$ cat config.mk
export PLATFORM = sky130hd
export DESIGN_NAME = gru_l1_mac
export DESIGN_NICKNAME = d
export VERILOG_FILES = /design/src/rtl/gru_pkg.sv /design/src/rtl/fxp_round_sat.sv /design/src/rtl/gru_l1_mac.sv
export SDC_FILE = /design/constraint.sdc
export NUM_CORES = 1
export LEC_CHECK = 0
export CORE_ASPECT_RATIO = 1.2
export CORE_UTILIZATION = 35
export DETAILED_ROUTE_END_ITERATION = 10
export DONT_BUFFER_PORTS = 1
export GPL_TIMING_DRIVEN = 0
export HOLD_SLACK_MARGIN = 0.02
export PLACE_DENSITY_LB_ADDON = 0.05
export SYNTH_ARGS = -nofsm -noshare
export SYNTH_HDL_FRONTEND = slang
export SYNTH_HIERARCHICAL = 1
export SYNTH_SLANG_ARGS = --single-unit
$ cat constraint.sdc
create_clock -name clk -period 15.1 [get_ports clk]
set_clock_uncertainty 0.15 [all_clocks]
set_input_delay 1.51 -clock clk [delete_from_list [all_inputs] [get_ports clk]]
set_output_delay 1.51 -clock clk [all_outputs]
set_load 0.02 [all_outputs]
$ cat src/rtl/gru_pkg.sv
// rtl/gru_pkg.sv - shared fixed-point constants and state encoding for GRU stages
package gru_pkg;
    localparam int DW      = 16;
    localparam int FRAC    = 12;
    localparam int SAT_MAX = (1 << (DW - 1)) - 1;
    localparam int SAT_MIN = -(1 << (DW - 1));

    typedef enum logic [1:0] {
        ST_IDLE  = 2'd0,
        ST_ISSUE = 2'd1,
        ST_DRAIN = 2'd2,
        ST_OUT   = 2'd3
    } state_e;
endpackage

$ cat src/rtl/fxp_round_sat.sv
// rtl/fxp_round_sat.sv - round-half-up, bias add and saturate an accumulator to DW bits
module fxp_round_sat
    import gru_pkg::*;
#(
    parameter int ACC_W = 40
) (
    input  logic signed [ACC_W-1:0] acc_i,
    input  logic signed [DW-1:0]    bias_i,
    output logic signed [DW-1:0]    y_o
);
    // One guard bit so adding the rounding constant cannot wrap near full scale.
    localparam logic signed [ACC_W:0] RND = (ACC_W + 1)'(1) <<< (FRAC - 1);
    localparam logic signed [ACC_W:0] HI  = (ACC_W + 1)'(SAT_MAX);
    localparam logic signed [ACC_W:0] LO  = (ACC_W + 1)'(SAT_MIN);

    logic signed [ACC_W:0] acc_x;
    logic signed [ACC_W:0] rounded;
    logic signed [ACC_W:0] biased;

    always_comb begin
        acc_x   = {acc_i[ACC_W-1], acc_i};
        rounded = (acc_x + RND) >>> FRAC;
        biased  = rounded + (ACC_W + 1)'(bias_i);
        if (biased > HI) begin
            y_o = DW'(SAT_MAX);
        end else if (biased < LO) begin
            y_o = DW'(SAT_MIN);
        end else begin
            y_o = biased[DW-1:0];
        end
    end
endmodule

$ cat src/rtl/gru_l1_mac.sv
// rtl/gru_l1_mac.sv - layer-1 windowed dot-product sequencer with rounded, biased, saturated output
module gru_l1_mac
    import gru_pkg::*;
#(
    parameter int N_IN  = 8,
    parameter int AW    = 10,
    parameter int ACC_W = 40
) (
    input  logic                 clk,
    input  logic                 rstn,
    input  logic [31:0]          idx_in,
    input  logic                 idx_stb,
    output logic [AW-1:0]        x_addr,
    input  logic signed [DW-1:0] x_rdata,
    output logic [AW-1:0]        w_addr,
    input  logic signed [DW-1:0] w_rdata,
    input  logic signed [DW-1:0] bias,
    output logic signed [DW-1:0] y_out,
    output logic                 y_valid,
    output logic                 busy,
    output logic                 overrun
);
    localparam int TW = (N_IN > 1) ? $clog2(N_IN) : 1;

    state_e                   state_q, state_d;
    logic [TW-1:0]            tap_q, tap_d;
    logic [AW-1:0]            base_q, base_d;
    logic signed [ACC_W-1:0]  acc_q, acc_d;
    logic signed [DW-1:0]     y_q;
    logic                     y_valid_q;
    logic                     overrun_q;

    logic                     accept;
    logic                     acc_en;
    logic                     last_tap;
    logic signed [2*DW-1:0]   prod;
    logic signed [DW-1:0]     y_next;
    logic                     unused_idx;

    assign unused_idx = ^idx_in[31:AW];
    assign last_tap   = (tap_q == TW'(N_IN - 1));

    always_ff @(posedge clk) begin
        if (!rstn) begin
            state_q <= ST_IDLE;
        end else begin
            state_q <= state_d;
        end
    end

    always_comb begin
        state_d = state_q;
        case (state_q)
            ST_IDLE:  if (idx_stb) state_d = ST_ISSUE;
            ST_ISSUE: if (last_tap) state_d = ST_DRAIN;
            ST_DRAIN: state_d = ST_OUT;
            ST_OUT:   state_d = idx_stb ? ST_ISSUE : ST_IDLE;
            default:  state_d = ST_IDLE;
        endcase
    end

    // Products trail their addresses by one cycle, so tap 0 accumulates on the second ISSUE cycle.
    always_comb begin
        accept = idx_stb && (state_q == ST_IDLE || state_q == ST_OUT);
        busy   = (state_q == ST_ISSUE) || (state_q == ST_DRAIN);
        acc_en = (state_q == ST_ISSUE && tap_q != '0) || (state_q == ST_DRAIN);
        x_addr = '0;
        w_addr = '0;
        if (state_q == ST_ISSUE) begin
            x_addr = base_q + AW'(tap_q);
            w_addr = AW'(tap_q);
        end
    end

    always_comb begin
        prod   = x_rdata * w_rdata;
        acc_d  = acc_q;
        if (accept) begin
            acc_d = '0;
        end else if (acc_en) begin
            acc_d = acc_q + ACC_W'(prod);
        end
        tap_d  = (state_q == ST_ISSUE && !last_tap) ? tap_q + TW'(1) : '0;
        base_d = accept ? idx_in[AW-1:0] : base_q;
    end

    fxp_round_sat #(.ACC_W(ACC_W)) u_round_sat (
        .acc_i  (acc_d),
        .bias_i (bias),
        .y_o    (y_next)
    );

    always_ff @(posedge clk) begin
        if (!rstn) begin
            tap_q     <= '0;
            base_q    <= '0;
            acc_q     <= '0;
            y_q       <= '0;
            y_valid_q <= 1'b0;
            overrun_q <= 1'b0;
        end else begin
            tap_q     <= tap_d;
            base_q    <= base_d;
            acc_q     <= acc_d;
            y_valid_q <= (state_q == ST_DRAIN);
            overrun_q <= overrun_q | (idx_stb & busy);
            if (state_q == ST_DRAIN) begin
                y_q <= y_next;
            end
        end
    end

    assign y_out   = y_q;
    assign y_valid = y_valid_q;
    assign overrun = overrun_q;
endmodule

; ---- Word level (Yosys, flattened, before mapping)
; Cells that the tools add are included.
[word_totals]
regBits = 73
in_bits = 83
output_inout_bits = 39
wordCells = 44
[op_classes]
addsub = 5
multipliers = 1
n_lt_le_gt_ge = 2
n_eq_ne = 6
mux = 10
n_bitwise = 2
n_reduce_logical = 11
[ops]
columns = op, n
row1 = 2-to-1 mux 40 bit, 2
row2 = "adder 40 x 13 -> 41 bit, second input constant", 1
row3 = "> comparator 41 x 16 -> 1 bit, second input constant", 1
row4 = "less-than comparator 41 x 16 -> 1 bit, second input constant", 1
row5 = adder 40 x 32 -> 40 bit, 1
row6 = multiplier 16 x 16 -> 32 bit, 1
row7 = 2-to-1 mux 16 bit, 2
row8 = adder 29 x 16 -> 30 bit, 1
row9 = adder 10 x 3 -> 10 bit, 1
row10 = 2-to-1 mux 10 bit, 1
row11 = case mux 2 bit (4 select lines), 1
row12 = "== test 2 bit, second input constant", 2
row13 = 2-to-1 mux 2 bit, 2
row14 = "!= test 2 bit, second input constant", 2
row15 = AND reduction 2 bit, 2
row16 = "adder 3 x 1 -> 3 bit, second input constant", 1
row17 = "== test 3 bit, second input constant", 1
row18 = logical AND 1 bit, 3
row19 = logical OR 1 bit, 3
row20 = 2-to-1 mux 3 bit, 1
row21 = nonzero test 3 bit, 1
row22 = "== test 2 x 1 -> 1 bit, second input constant", 1
row23 = zero test 2 bit, 1
row24 = bitwise AND 1 bit, 1
row25 = other kinds (3), 3

; ---- Logic depth before layout (Yosys ltp)
; Gate-level depths: netlist of run 1.
[depth]
word_depth = 10
depth_mapped = 44
depth_no_buf = 41

; ---- Modules after synthesis
; Netlist of run 1, hierarchy kept.
[by_module_without_submodules]
columns = module, n_inst, cells_each, area_each_um2, seq_area_each_um2
row1 = gru_l1_mac, 1, 1747, 15632.5, 1461.4
row2 = fxp_round_sat, 1, 357, 2483.6, 0.0

; ---- Worst setup path after synthesis of run 1
; Ideal clock, no wire load.
[synth_path]
path_kind = in2reg
start = input port x_rdata[12]
end = register y_q[0], in the netlist y_out[0]
setup_ps = 128
arrival_time_ps = 10927
t_required_ps = 14822
path_slack_ps = 3895
stages = 40
n_path_buf = 3
path_cell_list = clkbuf_1 > nand2_1 > fa_1 > fa_1 > fa_1 > inv_1 > fa_1 > fa_1 > inv_1 > fa_1 > inv_1 > ha_1 > a21oi_1 > o21ai_0 > a211o_2 > a311oi_4 > o21ba_2 > nor3_1 > [... 4 more ...] > nand4_1 > nor3_1 > nand3_1 > xnor2_1 > ha_1 > clkbuf_8 > a21o_1 > a21o_1 > a21oi_1 > and2b_2 > a311o_1 > a21oi_2 > o221ai_1 > a41oi_1 > buf_4 > o21ai_0 > mux2i_1 > nor2_1
[synth_via]
elab_chain_cells = 9
word_cells_on_any_way = 10
[synth_rtl]
columns = element, line_no
row1 = "start, declared", gru_l1_mac.sv:14  ; input logic signed [DW-1:0] x_rdata,
row2 = multiplier 16 x 16 -> 32 bit (*), gru_l1_mac.sv:76  ; prod = x_rdata * w_rdata;
row3 = adder 40 x 32 -> 40 bit (*), gru_l1_mac.sv:81  ; acc_d = acc_q + ACC_W'(prod);
row4 = 2-to-1 mux 40 bit (*), gru_l1_mac.sv:80  ; end else if (acc_en) begin
row5 = 2-to-1 mux 40 bit (*), gru_l1_mac.sv:78  ; if (accept) begin
row6 = net acc_d[26], gru_l1_mac.sv:28  ; logic signed [ACC_W-1:0] acc_q, acc_d;
row7 = adder 40 x 13 -> 41 bit (*), fxp_round_sat.sv:22  ; rounded = (acc_x + RND) >>> FRAC;
row8 = adder 29 x 16 -> 30 bit (*), fxp_round_sat.sv:23  ; biased = rounded + (ACC_W + 1)'(bias_i);
row9 = less-than comparator 41 x 16 -> 1 bit, fxp_round_sat.sv:26  ; end else if (biased < LO) begin
row10 = 2-to-1 mux 16 bit, fxp_round_sat.sv:26
row11 = 2-to-1 mux 16 bit (*), fxp_round_sat.sv:24  ; if (biased > HI) begin
row12 = net y_next[0], gru_l1_mac.sv:37  ; logic signed [DW-1:0] y_next;
row13 = "end signal, assigned", gru_l1_mac.sv:108  ; y_q <= y_next;
row14 = "end, declared", gru_l1_mac.sv:29  ; logic signed [DW-1:0] y_q;
; The timed path passes the listed nets; every way through them passes the cells marked *.
; A chain may end at the register's enable or synchronous reset.

; ---- Final worst setup path of run 1
[layout_path]
start = input port x_rdata[15]
end = register y_q[1], in the netlist y_out[1]
; Same word-level chain as after synthesis.

==> results of run 1 <==
[area by class of cell]
| class | count | area, µm² | share of cell area, % |
|---|---|---|---|
| antenna | 2 | 5.00 | 0.0260 |
| buffer | 83 | 389 | 2.02 |
| clock buffer | 9 | 225 | 1.17 |
| clock inverter | 7 | 110 | 0.571 |
| inverter | 431 | 1620 | 8.39 |
| multi-input combinational | 1522 | 14700 | 76.1 |
| sequential | 73 | 1460 | 7.58 |
| tap | 644 | 806 | 4.18 |
[metal layers]
layer,vias to the layer above,global-route usage (%)
met4,0,6.80
met1,6851,27.1
met2,238,38.9
li1,6572,-
met3,46,2.49
met5,-,0
[worst paths after layout]
| path | startpoint | to | slack [ns] | depth (start not counted) |
|---|---|---|---|---|
| max | x_rdata[15] | y_out[1] | 2.15 | 41 |
| min | base_q[0] | base_q[0] | 0.31 | 2 |
| max reg2reg | acc_q[10] | y_out[1] | 4.28 | 37 |
| min reg2reg | base_q[0] | base_q[0] | 0.31 | 2 |
[per-stage QoR]
step | worst slack, ns | cell area, µm²
detailed placement | 1.70 | 18900
global placement | 1.66 | 18900
finish | 2.15 | 19300
global route | 1.34 | 19300
CTS | 2.03 | 19300
floorplan | 3.90 | 18100
[worst max-delay path, delay by kind of cell]
kind | cells | cell delay, ns
compound gates | 12 | 3.19
xor+xnor | 1 | 0.31
fa+ha+maj | 8 | 3.85
mux | 1 | 0.18
buf+inv | 8 | 1.32
simple gates | 11 | 2.65
[layout by cell type (no fill, tap or decap), drive strengths merged, types with 23 or more instances in the layout]
master / count
inv: 434
a21o: 26
a211oi: 28
nand2: 245
nand3: 23
a21oi: 91
xnor2: 58
and2: 147
mux2i: 23
fa: 332
nor2: 110
dfxtp: 73
ha: 158
o21ai: 59
xor2: 33
clkbuf: 73
[flip-flops by register name, summed over array words and instances, names as in the netlist]
signal	flops
tap_q	3
state_q	2
y_out	16
acc_q	40
y_valid	1
overrun	1
base_q	10
==> summary.md, run 1 <==
| Metric | Value |
|---|---|
| Fmax | `77.2 MHz` |
| Residual DRC | `0` |
| Synth Instances | `2103` |
| Synthesized area per cell | `8.61 µm²` |
| Initial antenna violation count | `1` |
| Top sig layer | `met4` |
| Largest net degree at the start of global routing | `24` |
| Syn-to-layout area delta | `6.47%` |
| Die width | `210 µm` |
| DR vias | `13700` |
| First-pass GRT wire length | `87200 µm` |
| Met2 wire len | `27700 µm` |
| I/O pin cnt | `122` |
| Fin Hold WS | `0.311 ns` |
| Drt total wl | `54000 µm` |
| Worst EP required | `15.18 ns` |
| Number of gates resized after cts | `0` |
| Hold Fails Final Rpt | `0` |
| WP data arrival | `13.03 ns` |
| Fillers | `5339` |
| Routed len/inst | `19.5 µm` |
| Vias in the first global route | `14800` |
| Setup TNS Final | `0 ns` |
| Initial Utilization | `35.7%` |
| Hold Buf Count CTS | `0` |
| Outcome | `complete, no violations` |
| Full die area | `52700 µm²` |
| Drt pass-1 iters | `4` |
| Final setup fails | `0` |
| CP max stage cell | `a41oi_1` |
| Htree depth | `3` |
| Met3 WL | `1880 µm` |
| Clock buffer count from CTS | `9` |
| Cell count after placement | `2753` |
| Crit-path max FO | `10` |
| Post-DP HPWL | `47900 µm` |
| WS Path Type | `in2reg` |
| Final non-filler cell total | `2771` |
| Routed Antenna Nets | `0` |
| Clk buf depth | `2` |
| Fin crit period | `12.95 ns` |
| RSZ-0062 raised after global routing | `false` |
| Ys Warns | `6` |
| Drt first-iter violations | `617` |
| Nets | `2693` |
| Slew @ Worst Pin | `1.31 ns` |
| Vias per inst | `4.95` |
| Clk Latency, worst-skew pair | `0.36 ns` |
| Worst setup EP type | `flop` |
| Final core utilization | `38.1%` |
| Maxcap violations | `0` |
| Slew Viols, Final | `0` |
| Clock tree sinks | `73` |
| CP Launch Type | `primary input` |
| Port buffer count | `0` |
| Gp weighted congestion | `0.868` |
| Reg clk slew, reported paths | `0.07 ns` |
| Max stage delay on crit path | `0.65 ns` |
| Share of cells above drive strength 1 | `3.15%` |
| M1 WL | `23000 µm` |
| Final critical-path share of the clock period | `85.8%` |
| Max-slew headroom | `12.7%` |
| Cell Rows | `90` |
| Worst hold-check path type | `reg2reg` |
| All-Layer GR Usage | `21.7%` |
| CTS Root Cell | `clkbuf_16` |
| Core area | `50700 µm²` |
| Total gr overflow | `0` |
| Synth Cell Area | `18100 µm²` |
| Post-CTS Setup Bufs | `0` |
| CTS tree | `done` |
| Die Span Y | `251 µm` |
Power of run 1 is not shown: default switching activity piles up to over one toggle a cycle in this logic, so the estimate is an artifact.
==> run 2: changes to the inputs <==
--- a/config.mk
+++ b/config.mk
@@ -8,4 +8,5 @@
 export CORE_ASPECT_RATIO = 1.2
 export CORE_UTILIZATION = 35
+export CTS_CLUSTER_SIZE = 30
 export DETAILED_ROUTE_END_ITERATION = 10
 export DONT_BUFFER_PORTS = 1
==> constraint.sdc (replaced) <==
create_clock -name clk -period 15.1 [get_ports clk]
set_clock_uncertainty 0.15 [all_clocks]
set_input_delay 3.02 -clock clk [delete_from_list [all_inputs] [get_ports clk]]
set_output_delay 3.02 -clock clk [all_outputs]
set_load 0.02 [all_outputs]
==> run 2 against run 1 <==
- setup slack worse by 1.3 ns
- core utilization about the same
- sequential cell count unchanged
- worst hold slack about the same
- die area unchanged
- non-clock buffer count unchanged
- global-route usage unchanged
- wire length about the same
- register-to-register slack better by 0.17 ns
- first-iteration DRC count up 0.16%
- cell count unchanged
- largest cell class unchanged
- via count about the same
==> summary.md, run 2 (synthesis results as in run 1) <==
| Metric | Value |
|---|---|
| CTS Root Cell | `clkbuf_16` |
| Drt total wl | `54000 µm (about the same)` |
| Full die area | `52700 µm² (unchanged)` |
| Nets | `2693 (unchanged)` |
| Die width | `210 µm (unchanged)` |
| Residual DRC | `0 (unchanged)` |
| Vias per inst | `4.95 (about the same)` |
| Final setup fails | `0 (unchanged)` |
| Total gr overflow | `0 (unchanged)` |
| Hold Buf Count CTS | `0 (unchanged)` |
| Fmax | `70.0 MHz (-9.4%)` |
| Vias in the first global route | `14800 (unchanged)` |
| Slew Viols, Final | `0 (unchanged)` |
| Largest register FFs | `40 (unchanged)` |
| Drt first-iter violations | `618 (+0.16%)` |
| R2R Setup Slk | `4.45 ns (+0.17 ns)` |
| I/O pin cnt | `122 (unchanged)` |
| Routed Antenna Nets | `0 (unchanged)` |
| Reg clk slew, reported paths | `0.07 ns (about the same)` |
| Reg-to-Reg Start | `acc_q[10]` |
| Met1 Use GR | `27.1% (unchanged)` |
| All-Layer GR Usage | `21.7% (unchanged)` |
| Most flops, register | `acc_q` |
| Worst hold-check path type | `reg2reg` |
| Syn-to-layout area delta | `6.51% (about the same)` |
| Fillers | `5340 (+0.019%)` |
| Max stage delay on crit path | `0.63 ns (-0.02 ns)` |
| Setup crit start | `x_rdata[15]` |
| Die Span Y | `251 µm (unchanged)` |
| Worst setup EP type | `flop` |
| CTS tree | `done` |
| WS Path Type | `in2reg` |
| Cell Rows | `90 (unchanged)` |
| Max-slew headroom | `12.7% (+0.057 points)` |
| Drt pass-1 iters | `5 (+1)` |
| CP Launch Type | `primary input` |
| Capturing point of the worst reg2reg path | `y_out[5]` |
| Clock buffer count from CTS | `9 (unchanged)` |
| Clk Latency, worst-skew pair | `0.36 ns (about the same)` |
| Hold depth | `2 (unchanged)` |
| Met3 Track Usage GR | `2.49% (unchanged)` |
| Outcome | `complete, no violations` |
| Core area | `50700 µm² (unchanged)` |
| Met2 usage in global routing | `38.9% (unchanged)` |
| Post-CTS Setup Bufs | `0 (unchanged)` |
| WP buf/inv | `8 (unchanged)` |
| Worst Reg-to-Reg Cells | `37 (unchanged)` |
| Final critical-path share of the clock period | `94.7% (+8.9 points)` |
| WP data arrival | `14.38 ns (+1.35 ns)` |
| Gp weighted congestion | `0.868 (unchanged)` |
| Largest net degree at the start of global routing | `24 (unchanged)` |
| First-pass GRT wire length | `87200 µm (unchanged)` |
| Most frequent cells in the layout | `inv_1 (431), fa_1 (331), nand2_1 (245)` |
| Initial Utilization | `35.7% (unchanged)` |
| Fin crit period | `14.30 ns (+1.34 ns)` |
| Crit path depth | `41 (unchanged)` |
| Clk buf depth | `2 (unchanged)` |
| Initial antenna violation count | `1 (unchanged)` |
| Share of cells above drive strength 1 | `3.20% (+0.047 points)` |
| Top Usage Layer GRT | `met2` |
| Hold Fails Final Rpt | `0 (unchanged)` |
| DR vias | `13700 (+0.036%)` |
| CP max stage cell | `nor3_1` |
| Htree depth | `3 (unchanged)` |
| Setup TNS Final | `0 ns (unchanged)` |
| Cell family with most CP delay | `adder cells` |
| Routed len/inst | `19.5 µm (about the same)` |
| Crit-path max FO | `10 (unchanged)` |
| Port buffer count | `0 (unchanged)` |
| Clock tree sinks | `73 (unchanged)` |
| RSZ-0062 raised after global routing | `false` |
| Post-DP HPWL | `47900 µm (unchanged)` |
| Worst EP required | `15.19 ns (about the same)` |
| Maxcap violations | `0 (unchanged)` |
| Crit path to | `y_out[5]` |
| Slew @ Worst Pin | `1.31 ns (-0.000849 ns)` |
| Leading cell type in the layout, fill and taps excluded | `inv_1` |
==> run 2: area by class of cell <==
type,instances,area [µm²],area share [%]
diodes,2,5.00,0.0259
multi-input cells,1522,14700,76.1
clock buffers,9,225,1.17
inverters,431,1620,8.39
clock inverters,7,110,0.571
flip-flops and latches,73,1460,7.58
well taps,644,806,4.18
plain buffers,83,389,2.02
==> run 2: repair_timing <==
action | CTS | global route
hold endpoints to repair | 0 | 0
endpoints found under the setup margin | 0 | 13
gates resized for setup | 0 | 1
==> run 2: worst min-delay path by stage <==
| stage | startpoint | end | slack (ns) |
|---|---|---|---|
| 4_1_cts | base_q[0] | base_q[0] | 0.31 |
| 2_1_floorplan | base_q[0] | base_q[0] | 0.29 |
| 3_3_place_gp | base_q[0] | base_q[0] | 0.30 |
| 3_5_place_dp | base_q[0] | base_q[0] | 0.30 |
| 6_report | base_q[0] | base_q[0] | 0.31 |
| 5_1_grt | base_q[2] | base_q[2] | 0.33 |
==> run 2: tightest hold or removal path, stage by stage (launching register included) <==
cell and delay, ns:
dfxtp_1 0.32, nand2_1 0.05, a21oi_1 0.05
==> run 2: stage by stage <==
| step | cells | instance area [µm²] | util, % | setup WS, ns | hold slack [ns] |
|---|---|---|---|---|---|
| finish | 2771 | 19300 | 38.1 | 0.805 | 0.311 |
| global route | 2771 | 19300 | 38.1 | 0.00638 | 0.331 |
| CTS | 2769 | 19300 | 38.0 | 0.519 | 0.315 |
| detailed placement | 2753 | 18900 | 37.4 | 0.188 | 0.304 |
| global placement | 2753 | 18900 | 37.4 | 0.151 | 0.300 |
| floorplan | 2109 | 18100 | - | 2.39 | 0.290 |
==> run 2: layer usage <==
metal	share of wire (%)	wire, µm
met1	43	23000
met2	51	27700
met3	3.5	1880
met4	2.7	1450
met5	0	0
Power of run 2 is left out for the same reason.
==> run 3: changes to the inputs <==
--- a/config.mk
+++ b/config.mk
@@ -16,4 +16,3 @@
 export SYNTH_ARGS = -nofsm -noshare
 export SYNTH_HDL_FRONTEND = slang
-export SYNTH_HIERARCHICAL = 1
 export SYNTH_SLANG_ARGS = --single-unit
--- a/constraint.sdc
+++ b/constraint.sdc
@@ -3,3 +3,3 @@
 set_input_delay 3.02 -clock clk [delete_from_list [all_inputs] [get_ports clk]]
 set_output_delay 3.02 -clock clk [all_outputs]
-set_load 0.02 [all_outputs]
+set_load 0.01 [all_outputs]
==> run 3 against run 2 <==
- critical path depth shrank 4
- synthesized cell count grew 0.67%
- sequential cell count is the same
- maximum frequency grew 1.3%
- first-iteration DRC count grew 10%
- die area grew 0.68%
- design area grew 0.90%
- non-clock buffer count grew 12
- sequential share of layout area shrank 0.067 points
- critical path type unchanged
- largest cell class unchanged
- highest routed layer unchanged
==> summary.md, run 3 <==
| Metric | Value |
|---|---|
| CP max stage cell | `fa_1` |
| DR vias | `14300 (+4.0%)` |
| Synth unique cells | `88` |
| Cell family with most CP delay | `adder cells` |
| Vias per inst | `5.03 (+1.6%)` |
| Share of the synthesized area in the top cell type | `36.4%` |
| Ys Warns | `0 (-6)` |
| Area leader, netlist | `fa_1` |
| Flop and latch count out of synthesis | `73` |
| WS Path Type | `in2reg` |
| Async set or reset register ratio after synthesis | `0%` |
| Drt first-iter violations | `680 (+10%)` |
| Most frequent cells in the layout | `inv_1 (375), fa_1 (331), nand2_1 (237)` |
| Synth top area cells | `fa_1 (36%), ha_1 (11%), dfxtp_1 (8.0%), inv_1 (7.7%), and2_1 (5.2%)` |
| Vias in the first global route | `15500 (+4.9%)` |
| Cell Rows | `91 (+1.1%)` |
| Top FF cell, synth | `dfxtp_1` |
| CP Launch Type | `primary input` |
| Final setup fails | `0 (unchanged)` |
| Outcome | `complete, no violations` |
| Routed len/inst | `20.1 µm (+2.9%)` |
| Post-CTS Setup Bufs | `0 (unchanged)` |
| All-Layer GR Usage | `22.9% (+1.2 points)` |
| WP buf/inv | `8 (unchanged)` |
| Htree depth | `3 (unchanged)` |
| Initial antenna violation count | `0 (-1)` |
| Number of gates resized after cts | `0 (unchanged)` |
| Slew @ Worst Pin | `0.852 ns (-0.457 ns)` |
| Clk Latency, worst-skew pair | `0.37 ns (about the same)` |
| Final critical-path share of the clock period | `93.5% (-1.2 points)` |
| Maxcap violations | `0 (unchanged)` |
| Gp weighted congestion | `0.869 (about the same)` |
| Die Span Y | `252 µm (+0.34%)` |
| Worst EP required | `15.19 ns (about the same)` |
| Fin crit period | `14.11 ns (-0.183 ns)` |
| Synth Cell Area | `18200 µm² (+0.68%)` |
| ANT cells | `0 (-2)` |
| Setup TNS Final | `0 ns (unchanged)` |
| Residual DRC | `0 (unchanged)` |
| Register Area | `1460 µm² (unchanged)` |
| Drt total wl | `56900 µm (+5.4%)` |
| CTS tree | `done` |
| Largest net degree at the start of global routing | `24 (unchanged)` |
| Port buffer count | `0 (unchanged)` |
| Post-DP HPWL | `49900 µm (+4.0%)` |
| Worst hold-check path type | `reg2reg` |
| Sequential area share after synthesis | `8.01%` |
| Number of flops mapped to enable cells by yosys | `0` |
| Hold Fails Final Rpt | `0 (unchanged)` |
| Worst setup EP type | `flop` |
| Reg clk slew, reported paths | `0.06 ns (about the same)` |
| Total gr overflow | `0 (unchanged)` |
| Clk buf depth | `2 (unchanged)` |
| Multi-input combinational cell area | `15000 µm² (+2.0%)` |
| WP data arrival | `14.21 ns (-0.17 ns)` |
| Most flops, register | `acc_q` |
| Synth Instances | `2117 (+0.67%)` |
| First-pass GRT wire length | `92900 µm (+6.5%)` |
| Routed Antenna Nets | `0 (unchanged)` |
| Hold Buf Count CTS | `0 (unchanged)` |
| Synth cell count leaders | `inv_1 (375), fa_1 (332), nand2_1 (237), ha_1 (156), and2_1 (153)` |
| Leading cell type in the layout, fill and taps excluded | `inv_1` |
| CTS Root Cell | `clkbuf_16` |
| Nets | `2706 (+0.48%)` |
| Largest register FFs | `40 (unchanged)` |
| Fillers | `5472 (+2.5%)` |
| Core area | `51500 µm² (+1.6%)` |
| Most frequent cell after synthesis | `inv_1` |
| Max-slew headroom | `43.2% (+30 points)` |
| Clock buffer count from CTS | `9 (unchanged)` |
| Clock tree sinks | `73 (unchanged)` |
| Initial Utilization | `35.4% (-0.31 points)` |
| Synthesized area per cell | `8.61 µm² (about the same)` |
| Syn-to-layout area delta | `6.73%` |
| Crit-path max FO | `10 (unchanged)` |
| Full die area | `53000 µm² (+0.68%)` |
| I/O pin cnt | `122 (unchanged)` |
| Fmax | `70.9 MHz (+1.3%)` |
| RSZ-0062 raised after global routing | `false` |
| Share of cells above drive strength 1 | `4.16% (+0.96 points)` |
| Slew Viols, Final | `0 (unchanged)` |
| Die width | `210 µm (+0.34%)` |
| Drt pass-1 iters | `5 (unchanged)` |
| Max stage delay on crit path | `0.84 ns (+0.21 ns)` |
-- run 3: worst paths after layout --
check             start  endpoint  slack (ns)  depth (start not counted)
max          w_rdata[1]  y_out[5]        0.99                         37
min            acc_q[0]  acc_q[0]        0.31                          2
max reg2reg   acc_q[15]  y_out[5]        5.15                         34
min reg2reg    acc_q[0]  acc_q[0]        0.31                          2
-- run 3: area by class of cell --
type / instances / share of cell area [%]
clock buffers: 9 / 1.16
inverters: 375 / 7.23
repair buffers: 1 / 0.103
clock inverters: 7 / 0.437
well taps: 697 / 4.48
plain buffers: 94 / 2.17
flip-flops and latches: 73 / 7.51
multi-input cells: 1581 / 76.9
-- run 3: kinds of logic after synthesis --
| kind of cell | count (synthesis) | share of synthesized area [%] |
|---|---|---|
| buf+inv | 469 | 10.0 |
| compound gates | 338 | 12.5 |
| flops | 73 | 8.01 |
| mux | 5 | 0.281 |
| simple gates | 673 | 18.6 |
| xor+xnor | 70 | 3.36 |
| other cells | 1 | 0.0206 |
| fa+ha+maj | 488 | 47.1 |
-- run 3: worst register-to-register path, delay by kind of cell (launching register included) --
kind                     cells  cell delay [ns]
adder cells (fa/ha/maj)      7             3.10
AND/OR/NAND/NOR              7             1.26
multiplexers                 1             0.42
flip-flops                   1             0.36
buffers and inverters        7             0.82
XOR/XNOR                     2             0.68
AO/OA/AOI/OAI               10             3.04
-- run 3: per-layer routing --
metal / track usage, % / routed length [µm]
met1: 29.2 / 24700
met2: 40.9 / 28900
met3: 2.83 / 2040
met4: 5.24 / 1170
met5: 0 / 0
-- run 3: stage by stage --
stage / area, µm² / hold WS [ns] / cells / setup WS (ns) / util (%)
after floorplan: 18300 / 0.286 / 2123 / 2.86 / -
after global placement: 19100 / 0.297 / 2820 / 0.506 / 37.2
after detailed placement: 19200 / 0.303 / 2821 / 0.612 / 37.2
after CTS: 19500 / 0.310 / 2837 / 0.968 / 37.8
after global routing: 19500 / 0.327 / 2837 / 0.368 / 37.8
final: 19500 / 0.308 / 2837 / 0.987 / 37.8
Power of run 3 is left out for the same reason.
==> patch (flow settings as in run 2) <==
`ACC_W` is set to 40 in 2 places; all go to 80.
--- a/src/rtl/fxp_round_sat.sv
+++ b/src/rtl/fxp_round_sat.sv
@@ -4,3 +4,3 @@
 #(
-    parameter int ACC_W = 40
+    parameter int ACC_W = 80
 ) (
--- a/src/rtl/gru_l1_mac.sv
+++ b/src/rtl/gru_l1_mac.sv
@@ -6,3 +6,3 @@
     parameter int AW    = 10,
-    parameter int ACC_W = 40
+    parameter int ACC_W = 80
 ) (
Check against the original RTL: same outputs for any inputs over 10 cycles, from zero or initial values and one cycle with rstn low; that may be too few to reach the edited logic, so the function may still have changed.
==> patch against run 2 <==
Cell area rose by 92%; worst setup slack got worse by 0.55 ns; wire length is 100% higher; sequential cell count up 40; synthesized area increased by 73%; non-clock buffer count grew 175; fmax decreased by 3.7%; final cell count is 86% higher.
Power is left out: the tool's default activity adds up to more than one toggle a clock period on the data nets, which glitch-free logic cannot reach.
==> patch: results (changes against run 2) <==
.. list-table::
   :header-rows: 1

   * - Metric
     - Value
   * - Number of buffers added on ports
     - 0 (unchanged)
   * - Depth of the CTS H-tree
     - 4 (+1)
   * - Clock transition at the registers of the reported paths
     - about 0.060 ns
   * - Overall track demand over capacity in global routing
     - 24.7% (+3.0 points)
   * - Final estimated routing congestion in global placement
     - 0.901 (+3.7%)
   * - Crit path largest cell delay
     - 0.87 ns (+0.24 ns)
   * - Cell chosen for the clock root
     - sky130_fd_sc_hd__clkbuf_16
   * - Post-layout nets
     - 4,842 (+80%)
   * - Number of filler cells placed in the layout
     - 9,301 (+74%)
   * - Iter 0 DRT Violations
     - 1,356 (+120%)
   * - Worst-Margin Slew
     - 1.36 ns (+0.0512 ns)
   * - Remaining antenna violation count
     - 0 (unchanged)
   * - Detail Placement HPWL
     - 93,300 um (+95%)
   * - Fraction of layout instances using a drive strength above 1
     - 15.9% (+13 points)
   * - Total number of vias
     - 27,000 (+97%)
   * - Number of antenna violations at the first check in global routing
     - 2 (+1)
   * - Max FFs per register
     - 80 (+100%)
   * - Critical Path AT
     - 15.03 ns (+0.65 ns)
   * - Cell type of the slowest stage on the worst timing path
     - sky130_fd_sc_hd__fa_4
   * - Maximum fanout encountered on the critical timing path
     - 8 (-2)
   * - Number of buffers on the longest clock path
     - 2 (unchanged)
   * - Wire length after detailed routing
     - 110,000 um (+100%)
   * - First-pass GRT wire length
     - 171,000 um (+96%)
   * - Vias in the first global route
     - 28,100 (+91%)
   * - Pin count of the biggest net entering global routing
     - 64 (+170%)
   * - Worst-Skew Late Latency
     - 0.46 ns (+0.10 ns)
   * - Status
     - complete, no violations
   * - Clock buffer count from CTS
     - 17 (+8)
-- patch: layout make-up --
class,instances,share of cell area [%]
flip-flops and latches,113,6.12
clock buffers,18,1.19
well taps,1159,3.92
multi-input cells,2949,76.6
diodes,1,0.00677
inverters,652,6.67
plain buffers,128,1.99
repair buffers,130,3.12
clock inverters,14,0.349
-- patch: per-layer routing --
| metal | vias up | wire length (um) | GRT usage, % |
|---|---|---|---|
| li1 | 12900 | - | - |
| met4 | 0 | 3350 | 6.86 |
| met1 | 13500 | 45300 | 30.0 |
| met5 | - | 0 | 0 |
| met2 | 426 | 58400 | 45.9 |
| met3 | 127 | 2870 | 2.25 |
-- patch: critical path, delay by kind of cell --
| kind | cells | cell delay [ns] |
|---|---|---|
| muxes | 1 | 0.15 |
| buffers and inverters | 10 | 1.14 |
| AOI/OAI and AO/OA | 9 | 2.67 |
| adders and majority gates | 8 | 4.36 |
| and+or+nand+nor | 16 | 3.31 |
| xor gates and xnor gates | 2 | 0.31 |
-- patch: what timing repair did --
action / 4_1_cts / 5_1_grt
buffers inserted: 41 / 79
setup endpoints to repair: 16 / 15
gates resized for setup: 167 / 355
pin swaps: 46 / 124
gates cloned: 0 / 5
hold buffers: 0 / 0
-- patch: path summary, 6_finish.rpt --
kind / to / from / slack (ns) / depth (start not counted)
setup reg to reg: y_out[11] / acc_q[9] / 3.80 / 39
hold / removal: base_q[2] / base_q[2] / 0.31 / 2
hold reg to reg: base_q[2] / base_q[2] / 0.31 / 2
setup / recovery: y_out[11] / x_rdata[15] / 0.25 / 46
-- patch: stage by stage --
stage,cell area [um2],worst slack [ns],instances,hold slack [ns]
detailed placement,33400,-2.95,5051,0.303
finish,37000,0.253,5164,0.308
global route,37000,-0.0910,5164,0.326
floorplan,31800,-0.460,3887,0.290
global placement,33300,-3.71,5046,0.299
CTS,34900,0.000991,5105,0.311
